<file path="config.mk">
export PLATFORM = sky130hd
export DESIGN_NAME = kersram_w
export DESIGN_NICKNAME = d
export VERILOG_FILES = /design/src/rtl/kersram_w.sv
export SDC_FILE = /design/constraint.sdc
export NUM_CORES = 1
export LEC_CHECK = 0
export CORE_UTILIZATION = 44
export CTS_BUF_LIST = sky130_fd_sc_hd__clkbuf_8
export DETAILED_ROUTE_END_ITERATION = 8
export GPL_TIMING_DRIVEN = 0
export PLACE_DENSITY_LB_ADDON = 0.12
export SLEW_MARGIN = 0
export SYNTH_ARGS = -nofsm -noshare
export SYNTH_HDL_FRONTEND = slang
export SYNTH_SLANG_ARGS = --single-unit
</file>
<file path="constraint.sdc">
create_clock -name clk -period 1.75 [get_ports clk]
set_input_delay 0.2625 -clock clk [delete_from_list [all_inputs] [get_ports clk]]
set_output_delay 0.2625 -clock clk [all_outputs]
set_load 0.02 [all_outputs]
</file>
<file path="src/rtl/kersram_w.sv">
// Kernel SRAM write controller: streams bank-major kernel words into eight
// SRAM banks through one shared address/data bus with registered strobes.
module kersram_w #(
    parameter int ADDR_CNT_BITS = 10,
    parameter int DATA_BITS     = 64,
    parameter int KER_ST_LENGTH = 288
) (
    input  logic                     clk,
    input  logic                     reset,
    input  logic                     start_ker_write,
    output logic                     ker_write_busy,
    output logic                     ker_write_done,
    input  logic                     s_valid,
    input  logic [DATA_BITS-1:0]     s_data,
    output logic                     s_ready,
    output logic                     cen_kersw_0,
    output logic                     cen_kersw_1,
    output logic                     cen_kersw_2,
    output logic                     cen_kersw_3,
    output logic                     cen_kersw_4,
    output logic                     cen_kersw_5,
    output logic                     cen_kersw_6,
    output logic                     cen_kersw_7,
    output logic                     wen_kersw_0,
    output logic                     wen_kersw_1,
    output logic                     wen_kersw_2,
    output logic                     wen_kersw_3,
    output logic                     wen_kersw_4,
    output logic                     wen_kersw_5,
    output logic                     wen_kersw_6,
    output logic                     wen_kersw_7,
    output logic [ADDR_CNT_BITS-1:0] addr_kersw,
    output logic [DATA_BITS-1:0]     data_kersw
);

    // state | meaning
    // IDLE  | waiting for start_ker_write
    // WRITE | accepting stream beats, one bank strobe per accepted beat
    // DONE  | one-cycle completion pulse, then back to IDLE
    typedef enum logic [1:0] {
        IDLE  = 2'd0,
        WRITE = 2'd1,
        DONE  = 2'd2
    } state_t;

    localparam logic [ADDR_CNT_BITS-1:0] WORD_LAST = ADDR_CNT_BITS'(KER_ST_LENGTH - 1);

    state_t                   state;
    state_t                   state_nxt;
    logic [ADDR_CNT_BITS-1:0] word_cnt;
    logic [2:0]               bank_cnt;
    logic [7:0]               cen_q;
    logic [7:0]               wen_q;
    logic                     accept;
    logic                     word_wrap;
    logic                     last_beat;

    assign s_ready        = (state == WRITE);
    assign ker_write_busy = (state == WRITE);
    assign ker_write_done = (state == DONE);

    assign accept    = s_valid & s_ready;
    assign word_wrap = (word_cnt == WORD_LAST);
    assign last_beat = accept & word_wrap & (bank_cnt == 3'd7);

    always_comb begin
        state_nxt = state;
        unique case (state)
            IDLE:    if (start_ker_write) state_nxt = WRITE;
            WRITE:   if (last_beat) state_nxt = DONE;
            DONE:    state_nxt = IDLE;
            default: state_nxt = IDLE;
        endcase
    end

    always_ff @(posedge clk or negedge reset) begin
        if (!reset) begin
            state <= IDLE;
        end else begin
            state <= state_nxt;
        end
    end

    // Counters also wrap naturally after bank 7, so a restart only needs the clear on start.
    always_ff @(posedge clk or negedge reset) begin
        if (!reset) begin
            word_cnt <= '0;
            bank_cnt <= '0;
        end else if (state == IDLE && start_ker_write) begin
            word_cnt <= '0;
            bank_cnt <= '0;
        end else if (accept) begin
            if (word_wrap) begin
                word_cnt <= '0;
                bank_cnt <= bank_cnt + 3'd1;
            end else begin
                word_cnt <= word_cnt + 1'b1;
            end
        end
    end

    always_ff @(posedge clk or negedge reset) begin
        if (!reset) begin
            cen_q      <= '1;
            wen_q      <= '1;
            addr_kersw <= '0;
            data_kersw <= '0;
        end else begin
            cen_q <= '1;
            wen_q <= '1;
            if (accept) begin
                cen_q      <= ~(8'b1 << bank_cnt);
                wen_q      <= ~(8'b1 << bank_cnt);
                addr_kersw <= word_cnt;
                data_kersw <= s_data;
            end
        end
    end

    assign cen_kersw_0 = cen_q[0];
    assign cen_kersw_1 = cen_q[1];
    assign cen_kersw_2 = cen_q[2];
    assign cen_kersw_3 = cen_q[3];
    assign cen_kersw_4 = cen_q[4];
    assign cen_kersw_5 = cen_q[5];
    assign cen_kersw_6 = cen_q[6];
    assign cen_kersw_7 = cen_q[7];
    assign wen_kersw_0 = wen_q[0];
    assign wen_kersw_1 = wen_q[1];
    assign wen_kersw_2 = wen_q[2];
    assign wen_kersw_3 = wen_q[3];
    assign wen_kersw_4 = wen_q[4];
    assign wen_kersw_5 = wen_q[5];
    assign wen_kersw_6 = wen_q[6];
    assign wen_kersw_7 = wen_q[7];

endmodule

</file>
==> results.txt <==
CTS clk-pin slew, worst paths: 0.10 ns
Pwr/cell area: 1010 nW/um2
Worst rel slew slack: 51.5%
Setup crit end kind: flop
Cell count of the worst reg-to-reg path: 5
Library cells used by synthesis: 36
GP Congestion: 0.782
Hold Crit Depth: 3
Final Hold Viols: 0
First-pass GRT wire length: 15100 um
Ys Warns: 0
Share of cells above drive strength 1: 9.48%
Drt drc: 0
Reg2reg start: word_cnt[1]
Num CTS Buffers: 9
Max_cap viols: 0
Final setup fails: 0
Number of global-route vias before repair: 3159
Die Wd: 96.4 um
Clk pwr share: 25.7%
Synthesized area: 3920 um2
Fill cells: 719
Clock skew: 0.0112 ns
CTS tree: done
Row count: 34
CTS sink cnt: 97
Cell chain of the critical path: ha_2 > and4_1 > nand4b_1 > and2_1 > mux2_2
Avg Cell Area, Syn: 9.31 um2
Yosys reg bits: 97
Req. time, crit path: 1.98 ns
Primary FF master, synth: dfrtp_1
Detail Route Antenna Nets: 0
Critical path startpoint category: flop
Post-synthesis net count: 496
Seq/Total Area, Yosys: 62.2%
Final Net Count: 671
Peak supply drop: 562 uV
Gate Count Post-Synth: 421
Internal: 0.00414 W
Hold EP: data_kersw[18]
Final Max Tran Viols: 0
Initial DRC Count: 114
Worst Path Arrival: 1.89 ns
Setup WS pre-CTS: -0.158 ns
Buf/Inv on CP: 0
Switching power: 0.00181 W
Period utilization: 95.0%
Vias: 3315
Type of the tightest min-delay check: input port to flop
Final worst setup slack: 0.0869 ns
Crit path kind: flop to flop
DRT Pass-1 Iters: 4
Tot Pwr: 0.00596 W
Comb pwr share: 27.8%
Worst Max-Slew Pin Slew: 0.727 ns
Reg2reg end: word_cnt[0]
Area grow syn2layout: 50.7%
Post-synth EDFFs: 0
H-tree depth: 3
Part of the power in registers: 46.5%
Drt via density: 4.68
Wire per inst: 13.7 um
Highest clock rate: 601 MHz
Die area: 9280 um2
Core ar.: 8680 um2
Skew-Pair Late Insertion Delay: 0.35 ns
Slowest cell delay on critical path: 0.39 ns
Post-Route Utilization: 68.0%
Tot GR Track Use: 21.3%
Initial antenna violation count: 0
Root Driver: clkbuf_8
WL final: 9680 um
Ports: 161
Die Ht: 96.4 um
Min cycle time layout: 1.66 ns
Critical-path top delay cell: dfrtp_1
Setup TNS: 0 ns
Status: complete, no violations
Total grt overflow: 0
Hold Startpoint: s_data[18]
Final HPWL DP: 7210 um
Starting density of the core: 45.1%
Switch share: 30.4%
IO buf count: 160
ANT cells: 0
Bufs on Longest Clock Path: 2
Largest net degree at the start of global routing: 58
P_leak: 2.90 nW
CP delay by family, top: simple AND/OR/NAND/NOR gates
Async SR Flop Fraction: 100%
Reg-to-reg slack, setup: 0.09 ns
Largest fanout on the critical path: 4
==> through the flow <==
step,hold slack (ns),cell area (um2),cells
global placement,0.456,5650,689
CTS,0.416,5870,707
global route,0.445,5900,709
detailed placement,0.370,5670,690
finish,0.426,5900,709
floorplan,-0.0331,3920,421
==> sequential cells by signal (all words and copies together) (netlist names) <==
| name | cells |
|---|---|
| state | 2 |
| bank_cnt | 3 |
| wen_q | 8 |
| addr_kersw | 10 |
| word_cnt | 10 |
| data_kersw | 64 |
==> logic make-up after synthesis <==
kind of cell | count (synthesis) | share of synthesized area [%]
multiplexers | 2 | 0.543
flip-flops | 97 | 62.2
buffers and inverters | 32 | 4.28
AO/OA/AOI/OAI | 13 | 2.43
XOR/XNOR | 7 | 1.57
adder cells (fa/ha/maj) | 7 | 2.24
AND/OR/NAND/NOR | 263 | 26.7
==> worst reg2reg max path, stage by stage, from the launching register on <==
cell and delay [ns]:
dfrtp_1 0.39, ha_2 0.23, and4_1 0.25, nand4b_1 0.16, and2_1 0.24, mux2_2 0.28
==> synthesized netlist by cell type (all sizes together) (2+ instances only) <==
cell	number	area [um2]
a21oi	2	10.0
a22o	2	17.5
and4	2	17.5
buf	25	141
clkbuf	3	11.3
dfrtp	89	2230
dfstp	8	210
ha	7	87.6
inv	4	15.0
nand2	230	863
nand2b	2	12.5
nand3	3	15.0
nand4	3	18.8
nor2	12	45.0
nor2b	3	18.8
nor3	2	10.0
o2111ai	2	17.5
o21ai	3	18.8
xnor2	2	17.5
xor2	5	43.8
==> power groups by stage <==
stage / Sequential (W) / Clock [W] / Combinational (W)
global route: 0.00281 / 0.00165 / 0.00182
detailed placement: 0.00281 / 0 / 0.00164
global placement: 0.00280 / 0 / 0.00160
CTS: 0.00277 / 0.00157 / 0.00164
finish: 0.00277 / 0.00153 / 0.00166
floorplan: 0.00311 / 0 / 0.000435
==> worst max path at each step <==
| stage | start | to | slack, ns | depth (start not counted) |
|---|---|---|---|---|
| floorplan | state[1] | data_kersw[15] | 0.18 | 6 |
| global placement | reset | data_kersw[0] | -3.16 | 1 |
| detailed placement | s_valid | addr_kersw[3] | -0.16 | 7 |
| CTS | state[0] | data_kersw[48] | 0.04 | 6 |
| global route | word_cnt[1] | word_cnt[0] | -0.009 | 5 |
| finish | word_cnt[1] | word_cnt[0] | 0.09 | 5 |
==> final cells by class <==
type	count	area, um2	share of cell area [%]
multi-input cells	292	1320	22.4
flip-flops and latches	97	2440	41.3
well taps	108	135	2.29
clock buffers	9	124	2.10
inverters	4	15.0	0.254
repair buffers	164	1620	27.4
clock inverters	7	87.6	1.48
plain buffers	28	163	2.75
==> layer usage <==
| metal | global-route usage (%) | up-vias | routed length (um) |
|---|---|---|---|
| met5 | 0 | - | 0 |
| met4 | 6.74 | 0 | 139 |
| met3 | 4.66 | 13 | 666 |
| met2 | 37.1 | 103 | 4840 |
| met1 | 26.4 | 1548 | 4030 |
| li1 | - | 1651 | - |
==> cells in the final DEF, fill, tap and decap left out, types with 2 or more instances in the layout <==
cell type | netlist | layout
nor3_1 | 2 | 2
o2111ai_1 | 2 | 2
dfstp_2 | 8 | 8
xnor2_1 | 2 | 2
clkbuf_2 | 0 | 8
clkinvlp_4 | 0 | 2
ha_1 | 7 | 6
bufinv_16 | 0 | 2
clkbuf_1 | 3 | 2
and4_1 | 2 | 2
nand2_1 | 230 | 230
nor2_1 | 12 | 12
buf_2 | 8 | 8
a22o_1 | 2 | 2
clkbuf_8 | 0 | 9
dlygate4sd2_1 | 0 | 19
clkdlybuf4s50_1 | 0 | 140
nor2b_1 | 3 | 2
dfrtp_1 | 89 | 89
nand4_1 | 3 | 3
buf_4 | 10 | 13
xor2_1 | 5 | 5
nand2b_1 | 2 | 2
inv_1 | 4 | 6
nand3_1 | 3 | 3
a21oi_1 | 2 | 2
==> repair_timing <==
action,CTS,global route
resized for setup,20,11
buffers inserted,0,2
hold buffers,1,0
hold endpoints to repair,44,0
setup endpoints to repair,19,59
Power figures use the tool's default switching activity.
